### src/rtl/uinv_arb_pkg.sv
// Shared types and helpers for the inverse-unit arbiter: tag format and
// the round-robin pick used by rr_arbiter.
package uinv_arb_pkg;

  localparam int OUTST_W = 4;
  localparam int MAX_REQ = 16;
  localparam int ID_W    = 4;

  typedef struct packed {
    logic            valid;
    logic [ID_W-1:0] id;
    logic            dz;
  } tag_t;

  // One-hot pick of the first set bit of req at or after ptr, wrapping at n.
  function automatic logic [MAX_REQ-1:0] rr_pick(input logic [MAX_REQ-1:0] req,
                                                 input logic [ID_W-1:0]    ptr,
                                                 input int unsigned        n);
    logic [MAX_REQ-1:0] pick;
    logic               found;
    logic [ID_W-1:0]    idx;
    pick  = '0;
    found = 1'b0;
    for (int unsigned k = 0; k < MAX_REQ; k++) begin
      idx = ID_W'((32'(ptr) + k) % n);
      if (k < n && !found && req[idx]) begin
        pick[idx] = 1'b1;
        found     = 1'b1;
      end
    end
    return pick;
  endfunction

endpackage

### src/rtl/uinv_arb_rr_arbiter.sv
// Combinational round-robin arbiter: one-hot grant plus its index.
module rr_arbiter
  import uinv_arb_pkg::*;
#(
  parameter int  N     = 4,
  localparam int IDX_W = (N > 1) ? $clog2(N) : 1
) (
  input  logic [N-1:0]     req,
  input  logic [IDX_W-1:0] ptr,
  output logic [N-1:0]     grant,
  output logic [IDX_W-1:0] grant_idx
);

  logic [MAX_REQ-1:0] req_ext;
  logic [MAX_REQ-1:0] pick;

  always_comb begin
    req_ext        = '0;
    req_ext[N-1:0] = req;
    pick           = rr_pick(req_ext, ID_W'(ptr), N);
    grant          = pick[N-1:0];
    grant_idx      = '0;
    // rr_pick never sets bits at or above N, so scanning the full width is safe
    for (int i = 0; i < MAX_REQ; i++) begin
      if (pick[i]) grant_idx = IDX_W'(i);
    end
  end

endmodule

### src/rtl/uinv_arb.sv
// Round-robin front end for a shared pipelined 1/a unit: issues one operand
// per clock, tracks owners through a tag pipe and returns results in order.
module uinv_arb
  import uinv_arb_pkg::*;
#(
  parameter int N_REQ     = 4,
  parameter int WIDTH     = 32,
  parameter int SCALE     = 16,
  parameter int LATENCY   = 34,
  parameter int MAX_OUTST = 4
) (
  input  logic                     clk,
  input  logic                     reset,
  input  logic [N_REQ-1:0]         req_valid,
  output logic [N_REQ-1:0]         req_ready,
  input  logic [N_REQ*WIDTH-1:0]   req_a,
  output logic [WIDTH-1:0]         inv_a,
  input  logic [WIDTH-1:0]         inv_f,
  output logic [N_REQ-1:0]         rsp_valid,
  output logic [WIDTH-1:0]         rsp_f,
  output logic                     rsp_dz,
  output logic [N_REQ*OUTST_W-1:0] outst
);

  localparam int IDX_W = (N_REQ > 1) ? $clog2(N_REQ) : 1;
  localparam logic [OUTST_W-1:0] MAX_O = OUTST_W'(MAX_OUTST);

  if (SCALE >= WIDTH) begin : g_scale_chk
    $error("uinv_arb: SCALE must be smaller than WIDTH");
  end

  logic [N_REQ-1:0]   eligible, grant;
  logic [IDX_W-1:0]   grant_idx, ptr_q, ptr_d;
  logic               hs;
  logic [WIDTH-1:0]   win_a, inv_a_q, inv_a_d;
  tag_t               tag_in, tag_last;
  // tag_q[0] sits alongside inv_a; tag_q[LATENCY] lines up with inv_f
  tag_t               tag_q [LATENCY+1];
  logic [N_REQ-1:0]   rsp_valid_q, rsp_valid_d;
  logic [WIDTH-1:0]   rsp_f_q, rsp_f_d;
  logic               rsp_dz_q, rsp_dz_d;
  logic [OUTST_W-1:0] outst_q [N_REQ];
  logic [OUTST_W-1:0] outst_d [N_REQ];

  rr_arbiter #(.N(N_REQ)) u_rr (
    .req       (eligible),
    .ptr       (ptr_q),
    .grant     (grant),
    .grant_idx (grant_idx)
  );

  assign req_ready = grant & {N_REQ{reset}};
  assign hs        = |req_ready;
  assign tag_last  = tag_q[LATENCY];

  always_comb begin
    eligible = '0;
    win_a    = '0;
    for (int i = 0; i < N_REQ; i++) begin
      eligible[i] = req_valid[i] && (outst_q[i] < MAX_O);
      if (grant[i]) win_a = req_a[i*WIDTH +: WIDTH];
    end
  end

  always_comb begin
    ptr_d   = ptr_q;
    inv_a_d = inv_a_q;
    tag_in  = '0;
    if (hs) begin
      ptr_d        = (grant_idx == IDX_W'(N_REQ - 1)) ? '0 : grant_idx + 1'b1;
      // never hand zero to the unit; the dz tag carries the saturation instead
      inv_a_d      = (win_a == '0) ? WIDTH'(1) : win_a;
      tag_in.valid = 1'b1;
      tag_in.id    = ID_W'(grant_idx);
      tag_in.dz    = (win_a == '0);
    end

    rsp_valid_d = '0;
    rsp_f_d     = rsp_f_q;
    rsp_dz_d    = rsp_dz_q;
    for (int i = 0; i < N_REQ; i++) begin
      if (tag_last.valid && tag_last.id == ID_W'(i)) rsp_valid_d[i] = 1'b1;
    end
    if (tag_last.valid) begin
      rsp_f_d  = tag_last.dz ? '1 : inv_f;
      rsp_dz_d = tag_last.dz;
    end

    for (int i = 0; i < N_REQ; i++) begin
      outst_d[i] = outst_q[i];
      if (req_ready[i] && !rsp_valid_d[i]) outst_d[i] = outst_q[i] + 1'b1;
      else if (!req_ready[i] && rsp_valid_d[i]) outst_d[i] = outst_q[i] - 1'b1;
    end
  end

  always_ff @(posedge clk or negedge reset) begin
    if (!reset) begin
      ptr_q       <= '0;
      inv_a_q     <= '0;
      rsp_valid_q <= '0;
      rsp_f_q     <= '0;
      rsp_dz_q    <= 1'b0;
      for (int k = 0; k <= LATENCY; k++) tag_q[k] <= '0;
      for (int i = 0; i < N_REQ; i++) outst_q[i] <= '0;
    end else begin
      ptr_q       <= ptr_d;
      inv_a_q     <= inv_a_d;
      rsp_valid_q <= rsp_valid_d;
      rsp_f_q     <= rsp_f_d;
      rsp_dz_q    <= rsp_dz_d;
      tag_q[0]    <= tag_in;
      for (int k = 1; k <= LATENCY; k++) tag_q[k] <= tag_q[k-1];
      for (int i = 0; i < N_REQ; i++) outst_q[i] <= outst_d[i];
    end
  end

  assign inv_a     = inv_a_q;
  assign rsp_valid = rsp_valid_q;
  assign rsp_f     = rsp_f_q;
  assign rsp_dz    = rsp_dz_q;

  for (genvar i = 0; i < N_REQ; i++) begin : g_outst
    assign outst[i*OUTST_W +: OUTST_W] = outst_q[i];
  end

endmodule

### config.mk
export PLATFORM = sky130hd
export DESIGN_NAME = uinv_arb
export DESIGN_NICKNAME = d
export VERILOG_FILES = /design/src/rtl/uinv_arb_pkg.sv /design/src/rtl/uinv_arb_rr_arbiter.sv /design/src/rtl/uinv_arb.sv
export SDC_FILE = /design/constraint.sdc
export NUM_CORES = 1
export LEC_CHECK = 0
export ABC_AREA = 1
export BUFFER_PORTS_ARGS = -buffer_cell sky130_fd_sc_hd__buf_2
export CAP_MARGIN = 10
export CORE_MARGIN = 2
export CORE_UTILIZATION = 50
export CTS_CLUSTER_SIZE = 30
export DETAILED_ROUTE_END_ITERATION = 7
export GPL_TIMING_DRIVEN = 0
export PLACE_DENSITY = 0.77
export SETUP_SLACK_MARGIN = 0.15
export SLEW_MARGIN = 40
export SYNTH_ARGS = -nofsm -noshare
export SYNTH_HDL_FRONTEND = slang
export SYNTH_SLANG_ARGS = --single-unit
### constraint.sdc
create_clock -name clk -period 3.8 [get_ports clk]
set_input_delay 0.38 -clock clk [delete_from_list [all_inputs] [get_ports clk]]
set_output_delay 0.38 -clock clk [all_outputs]
set_load 0.01 [all_outputs]
Word-level counts from Yosys, hierarchy flattened. Cells that the tools add are included.

Output and inout port bits: 89. Bits in registers: 297. Input bits: 166. Logic and storage cells: 245.

Bitwise operators: 4. Reductions and logical operators: 41. Mux-type cells: 58. $add $sub $neg: 12. Magnitude comparators: 12. Equal/unequal tests: 4.

Operators by type and width (number): 32-bit 2-to-1 mux (6); 16-bit 2-to-1 mux (3); 16-bit by 4-bit bitwise OR with 16-bit output (3); 4-bit 2-to-1 mux (9); 32-bit logical NOT (1); 2-bit 2-to-1 mux (15); 1-bit logical AND (23); 2-bit by 5-bit < comparator with 1-bit output (second input constant) (4); 4-bit by 1-bit adder with 4-bit output (second input constant) (4); 4-bit by 3-bit < comparator with 1-bit output (second input constant) (4); 1-bit 2-to-1 mux (16); 4-bit by 1-bit subtractor with 4-bit output (second input constant) (4); 1-bit logical NOT (11); 1-bit binary-select mux with 2-bit select (4); 1-bit demux with 2-bit select (4); 4-bit by 2-bit == test with 1-bit output (second input constant) (2); 2-bit by 1-bit >= comparator with 1-bit output (second input constant) (4); 2-bit nonzero test (4); 6-bit 2-to-1 mux (1); 2-bit by 1-bit adder with 2-bit output (second input constant) (2); 2-bit adder (second input constant) (2); 4-bit bitwise AND (1); 4-bit by 1-bit == test with 1-bit output (second input constant) (1); 4-bit logical NOT (1); other kinds (2) (2).

Depth between registers and ports, before layout.
Word-level depth: 31. Mapped depth: 21. Mapped depth without buffers: 20.

By module. From an unflattened synthesis, not the netlist that was laid out.

Cell total of the unflattened synthesis: 881. Area, all modules: 9013.6 µm².

Modules (own cells, without submodules): uinv_arb (area each 8585.7 µm², cells an instance 806, times used 1, sequential area each 5680.4 µm²); rr_arbiter (area each 427.9 µm², cells an instance 75, times used 1, sequential area each 0.0 µm²).

Least setup slack after synthesis. Ideal clock, no wire load.

Kind: register to register. Start: reg ptr_q[0]. End: reg outst_q (netlist bit outst[3]). Path slack: 0.811 ns. Clock period less this slack: 2.989 ns. Path buffers: 0. Required time: 3.675 ns. Cell stages (with the launch flop): 20. Arrival: 2.864 ns. Library setup time: 0.125 ns. Path through: dfrtp_1 > inv_2 > ha_1 > inv_1 > nand2_1 > nand2_2 > nor2_8 > nand3_1 > nand3_1 > nand2_1 > inv_1 > ha_1 > inv_1 > ha_1 > a21o_1 > a21oi_1 > nor2_1 > nor2_1 > nand2_1 > xnor2_1.

Cells in the longest elaborated chain, start to end: 16. Elaborated cells between the ends (all ways): 53. Classes of those cells: 3 x add/sub; 8 x order compare; 24 x mux; 4 x bitwise; 14 x reduce/logical.

Ends and longest elaborated chain: from (decl) (RTL line uinv_arb.sv:33) `logic [IDX_W-1:0] grant_idx, ptr_q, ptr_d;`; from (signal assigned) (RTL line uinv_arb.sv:106) `ptr_q <= ptr_d;`; parallel branches: the longest is 11 deep, another holds 2-bit by 5-bit < comparator with 1-bit output; 16-bit 2-to-1 mux * (RTL line uinv_arb_pkg.sv:26) `if (k < n && !found && req[idx]) begin`; 4-bit bitwise AND * (RTL line uinv_arb.sv:52) `assign req_ready = grant & {N_REQ{reset}};`; named net req_ready[0] (RTL line uinv_arb.sv:15) `output logic [N_REQ-1:0] req_ready,`; 1-bit logical NOT (RTL line uinv_arb.sv:92) `else if (!req_ready[i] && rsp_valid_d[i]) outst_d[i] = outst_q[i] - 1'b1;`; 1-bit logical AND (RTL line uinv_arb.sv:92); 2-bit nonzero test (no source line); to (decl) (RTL line uinv_arb.sv:42) `logic [OUTST_W-1:0] outst_q [N_REQ];`.

Mark *: on every way through the listed nets, which the timed path passes. The select of a mux whose other input is x is not followed. A chain may end at the register's enable or synchronous reset.

Worst setup path in the final report.
Start: reg ptr_q[0]. End: reg outst_q (netlist bit outst[3]).

Cells in the longest elaborated chain, start to end: 16. Elaborated cells between the ends (all ways): 53. Classes of those cells: 3 x add/sub; 8 x order compare; 24 x mux; 4 x bitwise; 14 x reduce/logical.

Ends and longest elaborated chain (RTL line): parallel branches: the longest is 11 deep, another holds 2-bit by 5-bit < comparator with 1-bit output; 16-bit 2-to-1 mux * (uinv_arb_pkg.sv:26); 4-bit bitwise AND * (uinv_arb.sv:52); 1-bit logical NOT (uinv_arb.sv:92); 1-bit logical AND (uinv_arb.sv:92); 2-bit nonzero test (no source line).

Every way passes the cells marked *. The select of a mux whose other input is x is not followed.

==> impl_metrics.csv <==
group,metric,value,unit
run_status,status,"completed",
timing,finalCritPeriodShare,0.886,
timing,fin_skew,0.00846,ns
final_layout,syn_to_final_growth,27.5,%
final_layout,stdcell_count,1410,
setup_path,r2r_slack,0.43,ns
global_route,grt_pass1_wl,37000,um
global_route,grt_max_degree,70,
setup_path,crit_arrival,3.74,ns
floorplanning,core.rowCount,48,
setup_path,criticalPathCategory,"flip-flop to flip-flop",
global_route,grt_pass1_vias,7047,
setup_path,cp-startpoint,"ptr_q[0]",
power,finalPower,4710,uW
logic_synthesis,yosys_register_bits,227,
cts,clock_sinks,227,
final_layout,nNetsFinal,1355,
setup_path,worstRegToRegCells,19,
floorplanning,start_util,0.515,
setup_path,cp-start-kind,"flip-flop",
cts,htreeDepth,1,
drt,drtPass1Iterations,6,
cts,clk_path_buf_depth,3,
setup_path,crit_path_max_fanout,8,
placement,dp_hpwl,17700,um
setup_path,r2r_end,"outst[3]",
logic_synthesis,yosysTopAreaCellShare,0.633,
setup_path,crit_path_end,"outst[3]",
hold_path,hp-class,"input port to flip-flop",
cts,numCtsBuffers,23,
drt,wl,24000,um
global_route,antenna_found_initial,6,
setup_path,rr_startpoint,"ptr_q[0]",
timing,hold_viol,0,
floorplanning,dieArea,19000,sq um
logic_synthesis,synth_top_cell_by_area,"dfrtp_1",
logic_synthesis,synth.most_common_cell,"nand2_1",
drt,ant_nets,0,
logic_synthesis,yosys-top-cells-count,"nand2_1 (239), dfrtp_1 (227), nand3_1 (86)",
cts,tritoncts,"done",
drt,detail_route.wl_per_cell,17.0,um
logic_synthesis,syn_area,8970,sq um
setup_path,cp_data_required_time,4.17,ns
power,powerDensity,412,nW/um^2
timing,max_freq,297,MHz
final_layout,final_cell_area,11400,sq um
placement,gp_congestion,0.970,
logic_synthesis,ys_types,33,
power,irDropWorstVdd,287,uV
final_layout,drive_gt1_frac,0.300,
power,p_leak,0.00606,uW
floorplanning,die_width,138,um
placement,portBuffers,254,
timing,maxSlewViolCount,0,
timing,final-setup-viol-count,0,
setup_path,worst_setup_path_end_kind,"flip-flop",
drt,drtIter0Drc,563,
logic_synthesis,ys_async_sr_fraction,1.00,
final_layout,n_fill_cell,1383,
logic_synthesis,syn_nets,1065,
floorplanning,core_area,17400,sq um
logic_synthesis,synth_warnings,0,
timing,period_needed,3.37,ns
cts,root_buffer,"clkbuf_16",
logic_synthesis,synth_area_leaders,"dfrtp_1 (63%), nand2_1 (10%), nand3_1 (4.8%)",
logic_synthesis,synth_area_per_cell,10.3,sq um
drt,vias,7244,
drt,via_per_inst,5.14,
cts,clkTransAtPathRegs,0.06,ns
timing,slew_headroom,0.656,
floorplanning,io_pins,255,
floorplanning,die_y,138,um
placement,place_area,10600,sq um
global_route,grtUsageTotal,0.258,
global_route,grt-ovfl-total,0,
cts,insertion_delay,0.50,ns
logic_synthesis,syn_inst,875,
logic_synthesis,ys.flop_type,"dfrtp_1",
drt,drc,0,
logic_synthesis,synth_seq_area_share,0.633,
logic_synthesis,synth_edf_count,0,
placement,dpl.cell_count,1357,
timing,timing_worst_slew_pin_value,0.516,ns
timing,rsz0062_at_grt,"no",
final_layout,finish.utilization,0.656,
job,drv_cap,0,
## final cells by class
cell class / instances / area (sq um) / share of cell area
tap: 225 / 282 / 0.0246
multi-input combinational: 559 / 2900 / 0.254
antenna: 6 / 15.0 / 0.00131
clock inverter: 6 / 38.8 / 0.00339
inverter: 52 / 201 / 0.0176
buffer: 37 / 194 / 0.0170
timing repair buffer: 265 / 1430 / 0.125
sequential: 227 / 5680 / 0.497
clock buffer: 33 / 693 / 0.0606
## per-layer routing
| layer | part of all wire | wire length [um] | vias up | track usage |
|---|---|---|---|---|
| met5 | 0 | 0 | - | 0 |
| met4 | 0.051 | 1230 | 0 | 0.121 |
| met3 | 0.086 | 2070 | 69 | 0.0567 |
| met2 | 0.48 | 11500 | 394 | 0.446 |
| met1 | 0.38 | 9150 | 3372 | 0.308 |
| li1 | - | - | 3409 | - |
## cells in the final DEF, fill, tap and decap left out, types with 3 or more instances in the layout
master	Yosys	routed
buf_2	8	261
nand2_1	239	239
dfrtp_1	227	225
nand3_1	86	86
o21ai_0	66	66
inv_1	46	45
a21oi_1	39	39
nor2_1	24	24
clkbuf_16	0	23
ha_1	20	20
or2_1	16	16
clkbuf_1	12	14
xnor2_1	12	12
nand3_2	10	10
buf_1	10	10
buf_4	2	9
clkbuf_8	0	8
or2_0	7	7
diode_2	0	6
nand2_2	6	6
o21ai_1	6	6
buf_6	5	5
or2_2	5	5
nor3_1	4	4
a21o_1	4	4
mux2_2	4	4
fa_1	4	4
inv_2	4	3
clkinvlp_4	0	3
clkinv_2	0	3
buf_16	0	3
## power breakdown
part	internal [uW]	switching (uW)
clock network	1260	883
registers	2420	0
logic	69.6	78.6
## flip-flops by register name (all words and copies together), names as in the netlist
| register | cells |
|---|---|
| tag_last | 4 |
| rsp_f | 32 |
| inv_a | 32 |
| rsp_dz | 1 |
| tag_q | 136 |
| outst | 16 |
| rsp_valid | 4 |
| ptr_q | 2 |
## through the flow
| stage | worst slack, ns | hold WS (ns) | setup TNS (ns) |
|---|---|---|---|
| finish | 0.433 | 0.109 | 0 |
| global route | 0.156 | 0.111 | 0 |
| CTS | 0.222 | 0.0931 | 0 |
| detailed placement | 0.270 | 0.294 | 0 |
| global placement | -2.17 | 0.331 | -387.34 |
| floorplan | 0.811 | 0.0844 | 0 |
## logic make-up (layout without fill, tap and decap cells)
| family | after synthesis | count (layout) | synth area share |
|---|---|---|---|
| AND/OR/NAND/NOR | 403 | 403 | 0.204 |
| flip-flops | 227 | 227 | 0.633 |
| AO/OA/AOI/OAI | 116 | 116 | 0.0661 |
| buffers and inverters | 89 | 393 | 0.0434 |
| adder cells (fa/ha/maj) | 24 | 24 | 0.0368 |
| XOR/XNOR | 12 | 12 | 0.0117 |
| multiplexers | 4 | 4 | 0.00502 |
| other | 0 | 6 | 0 |
## critical path: stages, from the launching register on
cell     delay (ns)
dfrtp_2        0.48
inv_4          0.09
ha_1           0.34
inv_1          0.06
nand2_1        0.09
nand2_2        0.12
nor2_8         0.17
nand3_1        0.10
nand3_1        0.28
nand2_1        0.08
inv_1          0.16
ha_1           0.22
inv_1          0.09
ha_1           0.27
a21o_1         0.18
a21oi_1        0.16
nor2_1         0.07
nor2_1         0.09
nand2_1        0.07
xnor2_1        0.12
## worst min-delay path by stage
stage                    start    endpoint  slack (ns)  cells past startpoint
floorplan                reset    inv_a[0]        0.08                      0
global route         inv_f[24]   rsp_f[24]        0.11                      3
detailed placement       reset   rsp_f[31]        0.29                      1
finish               inv_f[28]   rsp_f[28]        0.11                      3
CTS                  inv_f[29]   rsp_f[29]        0.09                      3
global placement    tag_q[109]  tag_q[103]        0.33                      0
## repair_timing
item	CTS	global route
buffers inserted	0	7
endpoints found under the setup margin	0	4
resized for setup	0	4
hold buffers	1	0
endpoints found under the hold margin	41	0
No activity file was read; power rests on OpenSTA's default activity.
